==> src/rtl/demux_pkg.sv <==
// rtl/demux_pkg.sv - shared constants and mode encodings for the 1-to-7 deserialiser
package demux_pkg;

  localparam int NUM_SLOTS_DEFAULT = 7;
  localparam int SEL_W_DEFAULT     = 3;

  localparam logic MODE_ADDR = 1'b0;
  localparam logic MODE_AUTO = 1'b1;

endpackage

==> src/rtl/demux_1to7_deser_slot_counter.sv <==
// rtl/demux_1to7_deser_slot_counter.sv - mod-N slot counter with explicit wrap
module slot_counter
  import demux_pkg::*;
#(
  parameter int N = NUM_SLOTS_DEFAULT,
  parameter int W = SEL_W_DEFAULT
) (
  input  logic         i_clk,
  input  logic         i_reset,
  input  logic         i_clr,
  input  logic         i_inc,
  output logic [W-1:0] o_count,
  output logic         o_wrap
);

  logic [W-1:0] r_count;

  // Wrap is explicit so the count never reaches N even when N < 2**W.
  assign o_wrap  = i_inc && (r_count == W'(N - 1));
  assign o_count = r_count;

  always_ff @(posedge i_clk) begin
    if (i_reset || i_clr) begin
      r_count <= '0;
    end else if (i_inc) begin
      r_count <= o_wrap ? '0 : r_count + W'(1);
    end
  end

endmodule

==> src/rtl/demux_1to7_deser.sv <==
// rtl/demux_1to7_deser.sv - serial bit steered into 7 registered slots, addressed or auto-sweep
module demux_1to7_deser
  import demux_pkg::*;
#(
  parameter int NUM_SLOTS = NUM_SLOTS_DEFAULT,
  parameter int SEL_W     = SEL_W_DEFAULT
) (
  input  logic                 i_clk,
  input  logic                 i_reset,
  input  logic                 i_din,
  input  logic                 i_din_valid,
  input  logic                 i_mode,
  input  logic [SEL_W-1:0]     i_sel,
  input  logic                 i_clear,
  output logic [NUM_SLOTS-1:0] o_slots,
  output logic [NUM_SLOTS-1:0] o_frame,
  output logic                 o_frame_valid,
  output logic [SEL_W-1:0]     o_slot_idx,
  output logic                 o_sel_err
);

  logic                 r_mode_q;
  logic [NUM_SLOTS-1:0] r_slots;
  logic [NUM_SLOTS-1:0] r_frame;
  logic                 r_frame_valid;
  logic                 r_sel_err;

  logic                 w_mode_chg;
  logic                 w_write;
  logic                 w_sel_ok;
  logic                 w_addr_wr;
  logic                 w_auto_wr;
  logic                 w_sel_bad;
  logic                 w_wrap;
  logic [SEL_W-1:0]     w_idx;
  logic [SEL_W-1:0]     w_tgt;
  logic [NUM_SLOTS-1:0] w_next_slots;

  // A mode change drops that cycle's bit and restarts the sweep.
  assign w_mode_chg = (i_mode != r_mode_q);
  assign w_write    = i_din_valid && !i_clear && !w_mode_chg;
  assign w_sel_ok   = (i_sel < SEL_W'(NUM_SLOTS));
  assign w_addr_wr  = w_write && (i_mode == MODE_ADDR) && w_sel_ok;
  assign w_sel_bad  = w_write && (i_mode == MODE_ADDR) && !w_sel_ok;
  assign w_auto_wr  = w_write && (i_mode == MODE_AUTO);
  assign w_tgt      = (i_mode == MODE_AUTO) ? w_idx : i_sel;

  slot_counter #(
    .N (NUM_SLOTS),
    .W (SEL_W)
  ) u_slot_counter (
    .i_clk   (i_clk),
    .i_reset (i_reset),
    .i_clr   (i_clear || w_mode_chg),
    .i_inc   (w_auto_wr),
    .o_count (w_idx),
    .o_wrap  (w_wrap)
  );

  always_comb begin
    w_next_slots = r_slots;
    for (int i = 0; i < NUM_SLOTS; i++) begin
      if ((w_addr_wr || w_auto_wr) && (w_tgt == SEL_W'(i))) begin
        w_next_slots[i] = i_din;
      end
    end
  end

  always_ff @(posedge i_clk) begin
    r_mode_q <= i_mode;
    if (i_reset) begin
      r_slots       <= '0;
      r_frame       <= '0;
      r_frame_valid <= 1'b0;
      r_sel_err     <= 1'b0;
    end else if (i_clear) begin
      r_slots       <= '0;
      r_frame_valid <= 1'b0;
      r_sel_err     <= 1'b0;
    end else begin
      r_slots       <= w_next_slots;
      r_frame_valid <= w_wrap;
      r_sel_err     <= w_sel_bad;
      // The completing bit is taken from w_next_slots so it lands in the frame.
      if (w_wrap) begin
        r_frame <= w_next_slots;
      end
    end
  end

  assign o_slots       = r_slots;
  assign o_frame       = r_frame;
  assign o_frame_valid = r_frame_valid;
  assign o_slot_idx    = w_idx;
  assign o_sel_err     = r_sel_err;

endmodule

==> config.mk <==
export PLATFORM = sky130hd
export DESIGN_NAME = demux_1to7_deser
export DESIGN_NICKNAME = d
export VERILOG_FILES = /design/src/rtl/demux_pkg.sv /design/src/rtl/demux_1to7_deser_slot_counter.sv /design/src/rtl/demux_1to7_deser.sv
export SDC_FILE = /design/constraint.sdc
export NUM_CORES = 1
export LEC_CHECK = 0
export CAP_MARGIN = 20
export CELL_PAD_IN_SITES_DETAIL_PLACEMENT = 1
export CELL_PAD_IN_SITES_GLOBAL_PLACEMENT = 2
export CORE_ASPECT_RATIO = 0.7
export CORE_MARGIN = 5
export CORE_UTILIZATION = 27
export CTS_CLUSTER_SIZE = 30
export DETAILED_ROUTE_END_ITERATION = 10
export PLACE_DENSITY_LB_ADDON = 0.1
export SETUP_SLACK_MARGIN = 0.4
export SLEW_MARGIN = 10
export SYNTH_ARGS = -nofsm -noshare
export SYNTH_HDL_FRONTEND = slang
export SYNTH_SLANG_ARGS = --single-unit
==> constraint.sdc <==
create_clock -name i_clk -period 2.1 [get_ports i_clk]
set_input_delay 0.42 -clock i_clk [delete_from_list [all_inputs] [get_ports i_clk]]
set_output_delay 0.42 -clock i_clk [all_outputs]
set_load 0.01 [all_outputs]
==> results of run 1 <==
==> stage by stage <==
| stage | power, µW | cells | hold slack (ns) | util (%) | area, µm² |
|---|---|---|---|---|---|
| 2_1_floorplan | 433 | 108 | 0.448 | - | 1010 |
| 3_5_place_dp | 478 | 189 | 0.492 | 39.5 | 1400 |
| 4_1_cts | 743 | 193 | 0.505 | 41.7 | 1490 |
| 3_3_place_gp | 476 | 189 | 0.474 | 39.5 | 1400 |
| 5_1_grt | 758 | 193 | 0.542 | 42.9 | 1530 |
| 6_report | 722 | 193 | 0.504 | 42.9 | 1530 |
==> tightest hold or removal path: cells and delay by family (launching register included) <==
kind             cells  cell delay, ns
DFF                  1            0.33
muxes                1            0.07
and+or+nand+nor      1            0.07
==> worst paths after layout <==
kind / cells past startpoint / end / slack, ns / from
hold / removal: 2 / o_frame[1] / 0.50 / o_frame[1]
setup / recovery: 6 / o_frame[6] / 0.44 / i_mode
hold reg to reg: 2 / o_frame[1] / 0.50 / o_frame[1]
setup reg to reg: 4 / o_frame[6] / 0.44 / r_mode_q
==> routing by layer <==
metal	share of wire, %	global-route usage, %
met4	0.58	2.80
met3	4.3	4.14
met5	0	0
met1	51	16.1
met2	44	20.0
==> cell type report <==
| type | instances | share of cell area (%) |
|---|---|---|
| Tap cell | 50 | 4.10 |
| Multi-Input combinational cell | 78 | 40.2 |
| Inverter | 3 | 0.738 |
| Sequential cell | 20 | 26.8 |
| Timing Repair Buffer | 39 | 25.5 |
| Clock buffer | 3 | 2.70 |
==> report_power, final <==
group          internal (µW)  leakage, µW  switching (µW)
sequential               378     0.000164            4.67
combinational           43.4     0.000396            45.9
clock                    128    0.0000216             122
total                    549     0.000581             173
==> cell usage in the layout, fill, tap and decap left out, types with 2 or more instances in the layout <==
master	n
nor3_1	3
dfxtp_4	2
o211ai_1	2
buf_4	10
nand2_1	2
o2111ai_1	2
nor2_1	14
clkdlybuf4s50_1	21
dlygate4sd2_1	3
nand3_1	2
a211oi_2	2
inv_1	3
ha_1	2
nor2b_1	2
dlymetal6s2s_1	3
o21ai_0	3
buf_12	2
clkbuf_8	3
or4_1	2
mux2i_1	9
a211oi_1	2
a21oi_1	3
dfxtp_1	17
==> kinds of logic (layout without fill, tap and decap cells) <==
logic type	count (synthesis)	count (layout)	share of synthesized area, %
flops	20	20	39.7
compound gates	23	23	16.2
mux	11	11	11.0
simple gates	41	41	24.0
xor+xnor	1	1	0.868
buf+inv	10	45	5.70
fa+ha+maj	2	2	2.48
==> state kept, by name, indices dropped and copies added, names as in the netlist <==
signal                  count
o_frame                     7
u_slot_counter.o_count      3
o_slots                     7
o_sel_err                   1
o_frame_valid               1
r_mode_q                    1
==> cells in the mapped netlist (all sizes together), types with 2 or more instances <==
| cell type | count |
|---|---|
| o21ai | 4 |
| buf | 4 |
| mux2i | 10 |
| nor2 | 15 |
| inv | 3 |
| a211oi | 4 |
| nand2 | 2 |
| clkbuf | 3 |
| or4 | 3 |
| o211ai | 2 |
| dfxtp | 20 |
| o31ai | 2 |
| ha | 2 |
| and3 | 3 |
| nor3 | 3 |
| o2111ai | 3 |
| a21oi | 4 |
| nand3 | 2 |
| nor2b | 3 |
==> what timing repair did <==
item                       4_1_cts  5_1_grt
resized for setup               14       11
buffers inserted                 1        0
setup endpoints to repair       15       12
pin swaps                        2        0
==> results.sh, run 1 <==
export IMPL_nFillCells=422
export IMPL_grt_max_degree=15
export IMPL_ctsHoldBuffers=0
export IMPL_synth_edf_count=0
export IMPL_gp_congestion=0.771
export IMPL_critPathArrivalTime_ns=1.83
export IMPL_syn_nets=119
export IMPL_critPathLaunchType="input pin"
export IMPL_area_sequential_um2=409
export IMPL_die_area_um2=5080
export IMPL_dr_total_vias=946
export IMPL_drt_wirelength_per_cell_um=15.2
export IMPL_min_path_type="flop to flop"
export IMPL_drive_gt1_share_pct=25.9
export IMPL_port_buffer_count=27
export IMPL_ys_warn_count=0
export IMPL_report_final_slew_viol_count=0
export IMPL_cts_buffers=3
export IMPL_cp_end_kind="flop"
export IMPL_hold_violations=0
export IMPL_first_iter_violations=26
export IMPL_worst_pin_slew_ns=0.435
export IMPL_rsz0062_at_grt="true"
export IMPL_die_h_um=61.2
export IMPL_rows=18
export IMPL_synth_main_ff_cell="dfxtp_1"
export IMPL_fin_nets=156
export IMPL_area_growth_synth_to_final_pct=51.2
export IMPL_ys_top_cells_by_area="dfxtp_1 (40%), mux2i_1 (9.9%), nor2_1 (5.6%)"
export IMPL_synthArstFlopShare_pct=0
export IMPL_cts_sinks=20
export IMPL_drt_total_wl_mm=2.93
export IMPL_period_needed_ns=1.66
export IMPL_io_pins=28
export IMPL_cts_root_buf="clkbuf_8"
export IMPL_core_area_um2=3560
export IMPL_critPathKind="input pin to flop"
export IMPL_ir_worst_vdd_mv=0.315
export IMPL_tritoncts="done"
export IMPL_finalCritPeriodShare_pct=78.9
export IMPL_cts_buffer_depth=2
export IMPL_ys_seq_area_share_pct=39.7
export IMPL_die_w_um=83.1
export IMPL_start_util_pct=28.4
export IMPL_drt_pre_antenna_iters=3
export IMPL_avgSynthCellArea_um2=9.35
export IMPL_drc=0
export IMPL_ys_seq_elements=20
export IMPL_yosysTopAreaCell="dfxtp_1"
export IMPL_worst_skew_pair_late_latency_ns=0.25
export IMPL_track_usage_pct=12.3
export IMPL_crit_buf_inv=2
export IMPL_grt_overflow=0
export IMPL_crit_family="simple AND/OR/NAND/NOR gates"
export IMPL_critPathMaxFanout=14
export IMPL_ant_nets=0
export IMPL_worst_path_max_delay_cell="or4_4"
export IMPL_synthCells=108
export IMPL_htreeDepth=1
export IMPL_dp_hpwl_mm=2.27
export IMPL_antenna_found_initial=0
export IMPL_maxCapViolations=0
export IMPL_leakage_uw=0.000581
export IMPL_skew_ns=0.00175
export IMPL_clk_pin_slew_worst_paths_ns=0.07
export IMPL_place_ws_ns=-0.103
export IMPL_setup_viol=0
export IMPL_maxSlewHeadroom_pct=70.9
export IMPL_synth_top_area_share_pct=39.7
export IMPL_status="complete, no violations"
export IMPL_slowest_delay_ns=0.43
export IMPL_cp_cell_sequence="dlygate4sd2_1 > buf_12 > nor4b_4 > nor2_2 > or4_4 > a311oi_2"
export IMPL_power_density_nw_per_um2=473
export IMPL_grt_pass1_wl_mm=4.90
export IMPL_vias_per_cell=4.90
export IMPL_finalWorstSetupSlack_ns=0.442
export IMPL_synth_area_um2=1010
export IMPL_synth_distinct_cells=40
export IMPL_first_global_vias=982
export IMPL_n_antenna_cell=0
export IMPL_setup_tns_ns=0
export IMPL_required_ns=2.27
export IMPL_multiInputGateArea_um2=613
export IMPL_max_freq_mhz=603
No activity file was read; power rests on OpenSTA's default activity.
==> inputs of run 2 (changes only) <==
Settings changed: CORE_UTILIZATION 27 to 25.
Clock period 2.1 ns to 1.5 ns, I/O delays scaled along.
==> run 2 against run 1 <==
- combinational power rose by 130%
- worst hold slack worse by 0.049 ns
- first-iteration DRC count grew 73%
- clock power up 97%
- register-to-register slack got worse by 0.36 ns
- via count grew 15%
- setup slack worse by 0.36 ns
- non-clock buffer count grew 32
- routed wire length up 29%
- sequential power grew 39%
- clock-buffer cell count increased by 1
==> results.sh, run 2 (synthesis results as in run 1) <==
export IMPL_cts_buffers=3
export IMPL_power_density_nw_per_um2=640
export IMPL_leakage_uw=0.000819
export IMPL_drt_wirelength_per_cell_um=16.5
export IMPL_cts_buffer_depth=2
export IMPL_ir_worst_vdd_mv=0.321
export IMPL_dp_hpwl_mm=2.35
export IMPL_area_growth_synth_to_final_pct=91.2
export IMPL_vias_per_cell=4.77
export IMPL_maxSlewHeadroom_pct=79.5
export IMPL_rsz0062_at_grt="true"
export IMPL_required_ns=1.70
export IMPL_first_iter_violations=45
export IMPL_die_h_um=63.2
export IMPL_htreeDepth=1
export IMPL_utilization_pct=49.2
export IMPL_max_freq_mhz=704
export IMPL_cp_end_kind="flop"
export IMPL_drc=0
export IMPL_drt_total_wl_mm=3.78
export IMPL_period_needed_ns=1.42
export IMPL_cts_sinks=20
export IMPL_start_util_pct=25.7
export IMPL_dr_total_vias=1092
export IMPL_worst_pin_slew_ns=0.306
export IMPL_core_area_um2=3920
export IMPL_layout_common_cells="buf_4 (29), buf_2 (16), buf_6 (16)"
export IMPL_n_antenna_cell=0
export IMPL_drt_pre_antenna_iters=4
export IMPL_finalCritPeriodShare_pct=94.6
export IMPL_io_pins=28
export IMPL_tritoncts="done"
export IMPL_min_path_type="input pin to flop"
export IMPL_ant_nets=0
export IMPL_track_usage_pct=14.2
export IMPL_rows=19
export IMPL_die_area_um2=5430
export IMPL_final_common_cell="buf_4"
export IMPL_grt_max_degree=13
export IMPL_status="complete, no violations"
export IMPL_nFillCells=458
export IMPL_antenna_found_initial=0
export IMPL_grt_overflow=0
export IMPL_finalPower_uw=1230
export IMPL_critPathLaunchType="flop"
export IMPL_setup_viol=0
export IMPL_first_global_vias=1175
export IMPL_critPathKind="flop to flop"
export IMPL_gp_congestion=0.773
export IMPL_critPathMaxFanout=5
export IMPL_report_final_slew_viol_count=0
export IMPL_cts_root_buf="clkbuf_8"
export IMPL_critPathArrivalTime_ns=1.62
export IMPL_die_w_um=86.0
export IMPL_clk_pin_slew_worst_paths_ns=0.08
export IMPL_hold_violations=0
export IMPL_worst_skew_pair_late_latency_ns=0.27
export IMPL_holdWs_ns=0.455
export IMPL_ctsHoldBuffers=0
export IMPL_skew_ns=0.00434
export IMPL_grt_pass1_wl_mm=5.93
export IMPL_port_buffer_count=27
export IMPL_fin_nets=189
export IMPL_drive_gt1_share_pct=68.4
export IMPL_maxCapViolations=0
[run 2: cell count changes in the layout (fill, tap and decap cells not counted), moves of 3 or more]
| cell | previous run | this run |
|---|---|---|
| buf_4 | 10 | 29 |
| clkdlybuf4s50_1 | 21 | 2 |
| buf_2 | 0 | 16 |
| buf_6 | 0 | 16 |
| dfxtp_1 | 17 | 4 |
| dfxtp_2 | 1 | 12 |
| and3_4 | 1 | 4 |
| dlymetal6s2s_1 | 3 | 0 |
| nor3_1 | 3 | 0 |
| nor3_2 | 0 | 3 |
[run 2: metal layers]
metal / vias to the layer above / share of wire (%) / wire length (µm) / global-route usage (%)
li1: 539 / - / - / -
met1: 531 / 46 / 1740 / 18.0
met2: 17 / 51 / 1910 / 23.7
met3: 5 / 2.5 / 93 / 2.99
met4: 0 / 0.90 / 34 / 4.74
met5: - / 0 / 0 / 0
[run 2: through the flow]
step / TNS (ns) / cells / cell area (µm²) / worst slack, ns
3_3_place_gp: -6.19 / 201 / 1550 / -0.460
3_5_place_dp: -6.49 / 201 / 1550 / -0.509
2_1_floorplan: 0 / 108 / 1130 / 0.0733
5_1_grt: 0 / 229 / 1930 / 0.0132
4_1_cts: 0 / 220 / 1760 / 0.0234
6_report: 0 / 229 / 1930 / 0.0804
[run 2: final timing paths]
check / startpoint / to / slack, ns / cells after the start
max: u_slot_counter.o_count[0] / u_slot_counter.o_count[1] / 0.08 / 4
min: i_mode / r_mode_q / 0.45 / 2
max reg2reg: u_slot_counter.o_count[0] / u_slot_counter.o_count[1] / 0.08 / 4
min reg2reg: o_frame[4] / o_frame[4] / 0.48 / 2
[run 2: critical path: stages (launching register included)]
cell	delay (ns)
dfxtp_4	0.40
inv_4	0.06
ha_4	0.22
or4_4	0.53
a21oi_2	0.14
[run 2: layout make-up]
type | instances | area [µm²] | area share [%]
repair buffers | 71 | 607 | 31.4
clock buffers | 4 | 66.3 | 3.43
multi-input cells | 79 | 748 | 38.8
flip-flops and latches | 20 | 430 | 22.3
well taps | 52 | 65.1 | 3.37
inverters | 3 | 13.8 | 0.713
[run 2: what timing repair did]
item,in CTS,in global routing
setup buffers,13,9
resized for setup,118,27
cloned,2,0
setup endpoints to repair,38,23
pin swaps,7,17
hold endpoints to repair,0,0
[run 2: power breakdown]
| part | internal, µW | leakage [µW] | switching, µW |
|---|---|---|---|
| registers | 527 | 0.000170 | 4.90 |
| clock network | 290 | 0.0000339 | 204 |
| logic | 115 | 0.000615 | 94.7 |
